**src/rtl/output_buffer_drain_pkg.sv**
```systemverilog
// Shared constants, FSM state type and a popcount helper for the output buffer drain block.
package output_buffer_drain_pkg;

    localparam int DEPTH  = 16;
    localparam int ADDR_W = 4;
    localparam int DATA_W = 32;
    localparam int PTR_W  = ADDR_W + 1;

    typedef enum logic {
        IDLE  = 1'b0,
        DRAIN = 1'b1
    } state_t;

    function automatic logic [PTR_W-1:0] popcount(input logic [DEPTH-1:0] v);
        logic [PTR_W-1:0] c;
        c = '0;
        for (int i = 0; i < DEPTH; i++) begin
            c = c + {{(PTR_W-1){1'b0}}, v[i]};
        end
        return c;
    endfunction

endpackage

```
**src/rtl/output_buffer_drain_next_valid_finder.sv**
```systemverilog
// Combinational search: lowest valid index at or above ptr, and whether any valid entry lies above it.
module output_buffer_drain_next_valid_finder
    import output_buffer_drain_pkg::*;
(
    input  logic [DEPTH-1:0]  valid_i,
    input  logic [PTR_W-1:0]  ptr_i,
    output logic              found_o,
    output logic [ADDR_W-1:0] idx_o,
    output logic              any_above_o
);

    logic              hit;
    logic [ADDR_W-1:0] hit_idx;
    logic              more;

    // Every valid bit at or above ptr after the first hit is, by construction, above idx.
    always_comb begin
        hit     = 1'b0;
        hit_idx = '0;
        more    = 1'b0;
        for (int i = 0; i < DEPTH; i++) begin
            if (valid_i[i] && (PTR_W'(i) >= ptr_i)) begin
                if (!hit) begin
                    hit     = 1'b1;
                    hit_idx = ADDR_W'(i);
                end else begin
                    more = 1'b1;
                end
            end
        end
    end

    assign found_o     = hit;
    assign idx_o       = hit_idx;
    assign any_above_o = more;

endmodule

```
**src/rtl/output_buffer_drain.sv**
```systemverilog
// 16-entry addressed result buffer; drains occupied entries in ascending address order over valid/ready.
module output_buffer_drain
    import output_buffer_drain_pkg::*;
(
    input  logic              clk,
    input  logic              rst,
    input  logic [DATA_W-1:0] output_data,
    input  logic [ADDR_W-1:0] output_buffer_addr,
    input  logic              output_buffer_enable,
    input  logic              drain_start,
    input  logic              clear,
    output logic              out_valid,
    input  logic              out_ready,
    output logic [DATA_W-1:0] out_data,
    output logic [ADDR_W-1:0] out_addr,
    output logic              out_last,
    output logic              busy,
    output logic              drain_done,
    output logic [ADDR_W:0]   count,
    output logic              overwrite_err
);

    // Handshake: a beat transfers on a rising edge where out_valid and out_ready are both high;
    // while out_valid is high and out_ready low, payload, address and last stay frozen.

    logic [DATA_W-1:0] mem [DEPTH];

    state_t            state_q, state_d;
    logic [PTR_W-1:0]  ptr_q, ptr_d;
    logic [DEPTH-1:0]  valid_q, valid_d;
    logic              out_valid_q, out_valid_d;
    logic [DATA_W-1:0] out_data_q, out_data_d;
    logic [ADDR_W-1:0] out_addr_q, out_addr_d;
    logic              out_last_q, out_last_d;
    logic              done_q, done_d;
    logic [PTR_W-1:0]  count_q, count_d;
    logic              err_q, err_d;

    logic              found;
    logic [ADDR_W-1:0] idx;
    logic              any_above;
    logic              search;
    logic              load;
    logic              clear_act;

    output_buffer_drain_next_valid_finder u_finder (
        .valid_i     (valid_q),
        .ptr_i       (ptr_q),
        .found_o     (found),
        .idx_o       (idx),
        .any_above_o (any_above)
    );

    always_comb begin
        state_d     = state_q;
        ptr_d       = ptr_q;
        valid_d     = valid_q;
        out_valid_d = out_valid_q;
        out_data_d  = out_data_q;
        out_addr_d  = out_addr_q;
        out_last_d  = out_last_q;
        done_d      = 1'b0;
        err_d       = err_q;
        load        = 1'b0;

        search    = (state_q == DRAIN) && (!out_valid_q || out_ready);
        clear_act = (state_q == IDLE) && clear;

        if (search) begin
            if ((out_valid_q && out_last_q) || !found) begin
                state_d     = IDLE;
                out_valid_d = 1'b0;
                out_last_d  = 1'b0;
                done_d      = 1'b1;
            end else begin
                load        = 1'b1;
                out_data_d  = mem[idx];
                out_addr_d  = idx;
                out_valid_d = 1'b1;
                out_last_d  = !any_above;
                ptr_d       = {1'b0, idx} + PTR_W'(1);
                valid_d[idx] = 1'b0;
            end
        end

        if (clear_act) begin
            valid_d = '0;
            err_d   = 1'b0;
        end else if ((state_q == IDLE) && drain_start) begin
            state_d = DRAIN;
            ptr_d   = '0;
        end

        // A write racing a load or a clear of the same entry is a fresh fill, not an overwrite.
        if (output_buffer_enable) begin
            if (valid_q[output_buffer_addr] && !clear_act &&
                !(load && (idx == output_buffer_addr))) begin
                err_d = 1'b1;
            end
            valid_d[output_buffer_addr] = 1'b1;
        end

        count_d = popcount(valid_d);
    end

    always_ff @(posedge clk) begin
        if (rst) begin
            state_q     <= IDLE;
            ptr_q       <= '0;
            valid_q     <= '0;
            out_valid_q <= 1'b0;
            out_data_q  <= '0;
            out_addr_q  <= '0;
            out_last_q  <= 1'b0;
            done_q      <= 1'b0;
            count_q     <= '0;
            err_q       <= 1'b0;
        end else begin
            state_q     <= state_d;
            ptr_q       <= ptr_d;
            valid_q     <= valid_d;
            out_valid_q <= out_valid_d;
            out_data_q  <= out_data_d;
            out_addr_q  <= out_addr_d;
            out_last_q  <= out_last_d;
            done_q      <= done_d;
            count_q     <= count_d;
            err_q       <= err_d;
        end
    end

    always_ff @(posedge clk) begin
        if (output_buffer_enable) begin
            mem[output_buffer_addr] <= output_data;
        end
    end

    assign out_valid     = out_valid_q;
    assign out_data      = out_data_q;
    assign out_addr      = out_addr_q;
    assign out_last      = out_last_q;
    assign busy          = (state_q == DRAIN) || out_valid_q;
    assign drain_done    = done_q;
    assign count         = count_q;
    assign overwrite_err = err_q;

endmodule

```
**config.mk**
```make
export PLATFORM = sky130hd
export DESIGN_NAME = output_buffer_drain
export DESIGN_NICKNAME = d
export VERILOG_FILES = /design/src/rtl/output_buffer_drain_pkg.sv /design/src/rtl/output_buffer_drain_next_valid_finder.sv /design/src/rtl/output_buffer_drain.sv
export SDC_FILE = /design/constraint.sdc
export NUM_CORES = 1
export LEC_CHECK = 0
export ABC_AREA = 1
export BUFFER_PORTS_ARGS = -buffer_cell sky130_fd_sc_hd__buf_2
export CELL_PAD_IN_SITES_DETAIL_PLACEMENT = 1
export CELL_PAD_IN_SITES_GLOBAL_PLACEMENT = 1
export CORE_UTILIZATION = 25
export CTS_CLUSTER_DIAMETER = 200
export CTS_CLUSTER_SIZE = 24
export DETAILED_ROUTE_END_ITERATION = 12
export PLACE_DENSITY_LB_ADDON = 0.1
export SYNTH_ARGS = -nofsm -noshare
export SYNTH_HDL_FRONTEND = slang
export SYNTH_SLANG_ARGS = --single-unit
```
**constraint.sdc**
```tcl
create_clock -name clk -period 8.05 [get_ports clk]
set_clock_uncertainty 0.2 [all_clocks]
set_input_delay 0.805 -clock clk [delete_from_list [all_inputs] [get_ports clk]]
set_output_delay 0.805 -clock clk [all_outputs]
set_load 0.02 [all_outputs]
```
==> flow_metrics.env, run 1 <==
export IMPL_required_ns=8.37
export IMPL_cts_resized=0
export IMPL_crit_top_cell="nand2_1"
export IMPL_io_pins=88
export IMPL_yosysTopAreaCellShare_pct=58.4
export IMPL_dr_pass1_iters=4
export IMPL_rsz0062_at_grt="false"
export IMPL_die_area_sq_mm=0.107
export IMPL_r2r_start="ptr_q[4]$_SDFF_PP0_"
export IMPL_clockRootBuffer="clkbuf_16"
export IMPL_slew_headroom_pct=23.2
export IMPL_p_per_area_mw_per_mm2=212
export IMPL_final_hold_viol_count=0
export IMPL_dieHeight_um=326
export IMPL_timing_rr_end="count[4]$_SDFF_PP0_"
export IMPL_place_ws_ns=1.26
export IMPL_syn_inst=2603
export IMPL_period_share_pct=83.8
export IMPL_crit_arrival_ns=7.06
export IMPL_die_w_um=326
export IMPL_crit_fanout=79
export IMPL_crit_path_max_incr_delay_ns=0.58
export IMPL_cp_depth=25
export IMPL_final_cell_mix="nand2_1 (554), edfxtp_1 (512), inv_1 (401)"
export IMPL_tightestPinTransition_ns=1.15
export IMPL_slew_violations=0
export IMPL_criticalPathCategory="flop to flop"
export IMPL_grt_usage_pct=17.1
export IMPL_yosys_cell_types_count=41
export IMPL_drtIter0Drc=1143
export IMPL_finalSetupViolCount=0
export IMPL_overflow=0
export IMPL_maxCapViolCount=0
export IMPL_path_buf_inv=5
export IMPL_clock_sinks=579
export IMPL_holdCritPathClass="flop to flop"
export IMPL_ys_seq_area_share_pct=63.5
export IMPL_cts_setup_buffers=0
export IMPL_fin_nets=2649
export IMPL_rows=118
export IMPL_max_freq_mhz=148
export IMPL_cts_hold_buffers=0
export IMPL_antenna_found_initial=7
export IMPL_hpwl_mm=44.1
export IMPL_coreArea_sq_mm=0.104
export IMPL_run_status="complete, no violations"
export IMPL_rrSetupSlack_ns=1.31
export IMPL_wl_per_cell_um=23.1
export IMPL_cts_tree="yes"
export IMPL_ant_nets=0
export IMPL_min_from="overwrite_err$_SDFF_PP0_"
export IMPL_synth_edf_count=512
export IMPL_yosys_register_bits=579
export IMPL_grt_pass1_vias=19795
export IMPL_cp_endpoint="count[4]$_SDFF_PP0_"
export IMPL_utilization_pct=27.9
export IMPL_post_drt_via_cell_ratio=4.70
export IMPL_p_total_uw=6170
export IMPL_drive_above_1_share_pct=7.66
export IMPL_cpLargestDelayFamily="adder cells"
export IMPL_power_leakage_uw=0.0109
export IMPL_synth_area_per_cell_sq_um=10.1
export IMPL_drc=0
export IMPL_ys_warnings_count=0
export IMPL_ir_drop_mv=0.166
export IMPL_post_route_min_period_ns=6.74
export IMPL_syn_area_sq_mm=0.0263
export IMPL_area_growth_pct=10.3
export IMPL_clock_latency_ns=0.64
export IMPL_async_flop_share_pct=0
export IMPL_synthTopCellsByArea="edfxtp_1 (58%), nand2_1 (7.9%), o211ai_1 (6.5%), nand3_1 (6.0%), inv_1 (5.7%)"
export IMPL_cp_end_kind="flop"
export IMPL_cp_start_kind="flop"
export IMPL_fin_setup_tns_ns=0
export IMPL_routabilityCongestion=0.770
export IMPL_drt_total_wl_mm=92.3
export IMPL_crit_start="ptr_q[4]$_SDFF_PP0_"
export IMPL_grt_start_max_net_pins=191
export IMPL_vias=18765
export IMPL_post_synth_top_area_cell="edfxtp_1"
export IMPL_start_util_pct=25.3
export IMPL_postLayoutSetupSlackWorst_ns=1.31
export IMPL_grt_pass1_wl_mm=136
export IMPL_path_clk_slew_ns=0.12
export IMPL_r2r_cells=25
export IMPL_layout_commonest_cell="nand2_1"
export IMPL_port_buffers=87
export IMPL_clk_path_buf_depth=3
export IMPL_slowest_stage="o21ai_4"
export IMPL_syn_nets=2664
export IMPL_cts_max_level=1
export IMPL_numCtsBuffers=28
export IMPL_synth_flop_cell="edfxtp_1"
[tightest hold or removal path, stage by stage, from the launching register on]
cell,delay [ns]
dfxtp_1,0.33
inv_1,0.05
a21oi_1,0.05
[synth_stat cells (2+ instances only)]
| cell type | instances |
|---|---|
| nand2_1 | 554 |
| edfxtp_1 | 512 |
| inv_1 | 403 |
| nand3_1 | 317 |
| o211ai_1 | 228 |
| nor2_1 | 162 |
| buf_2 | 86 |
| dfxtp_1 | 67 |
| clkbuf_1 | 55 |
| o21ai_0 | 45 |
| o21ai_1 | 37 |
| a21oi_1 | 23 |
| buf_1 | 16 |
| a31oi_1 | 15 |
| inv_2 | 12 |
| fa_1 | 10 |
| ha_1 | 9 |
| nand4_1 | 5 |
| a22oi_1 | 4 |
| buf_4 | 4 |
| nor3_1 | 4 |
| buf_6 | 3 |
| nand2_2 | 3 |
| nand3_2 | 3 |
| nor2_2 | 3 |
| nor2_4 | 3 |
| o21bai_1 | 3 |
| xor2_1 | 3 |
| o21ai_2 | 2 |
[cells by family after synthesis]
logic type | Yosys count | share of synthesized area, %
DFF | 579 | 63.5
and+or+nand+nor | 1057 | 17.0
xor gates and xnor gates | 4 | 0.133
adders and majority gates | 19 | 1.19
buffers and inverters | 580 | 8.83
AOI/OAI and AO/OA | 364 | 9.35
[report_power, final]
part | internal [uW] | total, uW | switching [uW] | leakage, uW
Clock | 676 | 1710 | 1030 | 0.000389
Sequential | 3330 | 3360 | 22.4 | 0.00517
Combinational | 284 | 1100 | 816 | 0.00536
[stage by stage]
step	hold slack, ns	instance area, sq um	std cells
finish	0.261	29000	3991
floorplan	0.283	26300	2603
global route	0.308	29000	3991
detailed placement	0.250	28200	3938
global placement	0.244	28200	3938
CTS	0.269	29000	3990
[cell type report]
class | instances | area [sq um]
Fill cell | 11728 | 74900
Sequential cell | 579 | 16700
Multi-Input combinational cell | 1444 | 7460
Tap cell | 1380 | 1730
Inverter | 416 | 1570
Clock buffer | 50 | 783
Timing Repair Buffer | 119 | 713
Clock inverter | 2 | 46.3
Antenna cell | 1 | 2.50
[flip-flops by register name, summed over array words and instances (netlist names)]
name	count
drain_done	1
out_data	32
out_last	1
out_addr	4
overwrite_err	1
mem	512
count	5
valid_q	16
state_q	1
ptr_q	5
out_valid	1
[how the worst min path moves through the flow]
stage | cells past startpoint | end
3_5_place_dp | 2 | overwrite_err$_SDFF_PP0_
4_1_cts | 2 | overwrite_err$_SDFF_PP0_
5_1_grt | 2 | out_addr[0]$_SDFFE_PP0P_
6_report | 2 | overwrite_err$_SDFF_PP0_
3_3_place_gp | 2 | overwrite_err$_SDFF_PP0_
2_1_floorplan | 2 | ptr_q[0]$_SDFF_PP0_
[metal layers]
metal	routed length, um	share of wire [%]	GRT usage [%]
met5	13	0.014	0
met4	1810	2.0	3.28
met2	43700	47	29.1
met1	44700	48	23.7
met3	1990	2.2	1.51
No activity file was read; power rests on OpenSTA's default activity.
==> run 2: changes to the inputs <==
clock period = 6.75 ns   (was 8.05 ns; I/O delays follow)
==> run 2 against run 1 <==
Net effect: global-route usage is 0.17 points higher; fmax grew 13%; die area did not move; wire length grew 0.81%; non-clock buffer count is 2 higher; highest routed layer unchanged.
==> flow_metrics.env, run 2 (synthesis gave the netlist of run 1 again) <==
export IMPL_overflow=0
export IMPL_antenna_found_initial=6
export IMPL_cp_start_kind="flop"
export IMPL_drc=0
export IMPL_cp_end_kind="flop"
export IMPL_required_ns=7.06
export IMPL_wl_per_cell_um=23.3
export IMPL_period_share_pct=88.7
export IMPL_fin_nets=2651
export IMPL_cts_tree="yes"
export IMPL_routabilityCongestion=0.837
export IMPL_tightestPinTransition_ns=1.23
export IMPL_clock_sinks=579
export IMPL_regMostFlops="mem"
export IMPL_clock_latency_ns=0.64
export IMPL_hold_depth=3
export IMPL_rrSetupSlack_ns=0.76
export IMPL_dp_cells=3940
export IMPL_cts_max_level=1
export IMPL_max_freq_mhz=167
export IMPL_die_w_um=326
export IMPL_holdCritPathClass="primary input to flop"
export IMPL_r2r_cells=25
export IMPL_area_growth_pct=10.5
export IMPL_die_area_sq_mm=0.107
export IMPL_crit_arrival_ns=6.30
export IMPL_io_pins=88
export IMPL_maxCapViolCount=0
export IMPL_final_cell_mix="nand2_1 (554), edfxtp_1 (512), inv_1 (401)"
export IMPL_path_buf_inv=2
export IMPL_dieHeight_um=326
export IMPL_fin_setup_tns_ns=0
export IMPL_ir_drop_mv=0.210
export IMPL_p_per_area_mw_per_mm2=254
export IMPL_post_route_min_period_ns=5.99
export IMPL_drive_above_1_share_pct=7.73
export IMPL_ant_nets=0
export IMPL_grt_start_max_net_pins=207
export IMPL_rows=118
export IMPL_slowest_stage="fa_1"
export IMPL_crit_fanout=6
export IMPL_slew_violations=0
export IMPL_cpLargestDelayFamily="adder cells"
export IMPL_hpwl_mm=43.3
export IMPL_rsz0062_at_grt="false"
export IMPL_final_hold_viol_count=0
export IMPL_finalNonFillerCells=3992
export IMPL_drt_total_wl_mm=93.0
export IMPL_cts_hold_buffers=0
export IMPL_crit_top_cell="fa_1"
export IMPL_antenna_cells=0
export IMPL_grt_pass1_wl_mm=137
export IMPL_slew_headroom_pct=18.2
export IMPL_min_from="drain_start"
export IMPL_layout_commonest_cell="nand2_1"
export IMPL_r2r_start="ptr_q[4]$_SDFF_PP0_"
export IMPL_cts_setup_buffers=0
export IMPL_crit_path_max_incr_delay_ns=0.52
export IMPL_final_area_sq_mm=0.0291
export IMPL_power_leakage_uw=0.0109
export IMPL_finalSetupViolCount=0
export IMPL_start_util_pct=25.3
export IMPL_dr_pass1_iters=5
export IMPL_grt_pass1_vias=19709
export IMPL_grt_usage_pct=17.3
export IMPL_largest_register_ffs=512
export IMPL_clk_path_buf_depth=3
export IMPL_timing_rr_end="count[4]$_SDFF_PP0_"
export IMPL_criticalPathCategory="flop to flop"
export IMPL_drtIter0Drc=1197
export IMPL_path_clk_slew_ns=0.12
export IMPL_vias=18857
export IMPL_post_drt_via_cell_ratio=4.72
export IMPL_utilization_pct=28.0
export IMPL_hold_end="state_q$_SDFF_PP0_"
export IMPL_coreArea_sq_mm=0.104
export IMPL_dpl_cell_area_sq_mm=0.0282
export IMPL_port_buffers=87
export IMPL_worst_hold_slack_ns=0.182
export IMPL_clockRootBuffer="clkbuf_16"
export IMPL_numCtsBuffers=28
export IMPL_cts_resized=0
export IMPL_run_status="complete, no violations"
-- run 2: cell types whose count changed in the layout (fill, tap and decap cells not counted), sizes merged --
cell	previous run	this run
inv	415	414
clkbuf	50	51
diode	1	0
buf	119	121
-- run 2: per-stage QoR --
stage | setup WS, ns | total power (uW)
final | 0.761 | 7380
after global routing | 0.454 | 7760
after CTS | 0.818 | 7530
after detailed placement | 0.847 | 5440
after global placement | 0.975 | 5420
after floorplan | 0.642 | 4950
-- run 2: layout make-up --
class	instances	area, sq um
tap	1380	1730
clock inverter	1	30.0
clock buffer	51	808
sequential	579	16700
fill	11734	74900
multi-input combinational	1444	7460
timing repair buffer	121	753
inverter	416	1580
-- run 2: routing by layer --
| layer | track usage [%] | vias up | routed length (um) |
|---|---|---|---|
| met3 | 1.67 | 70 | 2320 |
| met4 | 2.36 | 2 | 1080 |
| met1 | 23.6 | 9833 | 44400 |
| met5 | 0 | - | 17 |
| li1 | - | 8752 | - |
| met2 | 30.1 | 200 | 45100 |
-- run 2: worst max-delay path by stage --
stage,start,endpoint,slack [ns],cells after the start
floorplan,output_buffer_addr[0],count[4]$_SDFF_PP0_,0.64,15
detailed placement,ptr_q[4]$_SDFF_PP0_,count[4]$_SDFF_PP0_,0.85,25
global placement,ptr_q[4]$_SDFF_PP0_,count[4]$_SDFF_PP0_,0.98,25
global route,ptr_q[4]$_SDFF_PP0_,count[4]$_SDFF_PP0_,0.45,25
finish,ptr_q[4]$_SDFF_PP0_,count[4]$_SDFF_PP0_,0.76,25
CTS,ptr_q[4]$_SDFF_PP0_,count[4]$_SDFF_PP0_,0.82,25
-- run 2: tightest hold or removal path, delay by kind of cell --
family                 cells  cell delay (ns)
AND/OR/NAND/NOR            1             0.12
buffers and inverters      1             0.10
AO/OA/AOI/OAI              1             0.09
-- run 2: report_power, final --
group	leakage (uW)	internal, uW	switching, uW
combinational	0.00538	347	976
clock	0.000395	826	1230
sequential	0.00517	3980	26.5
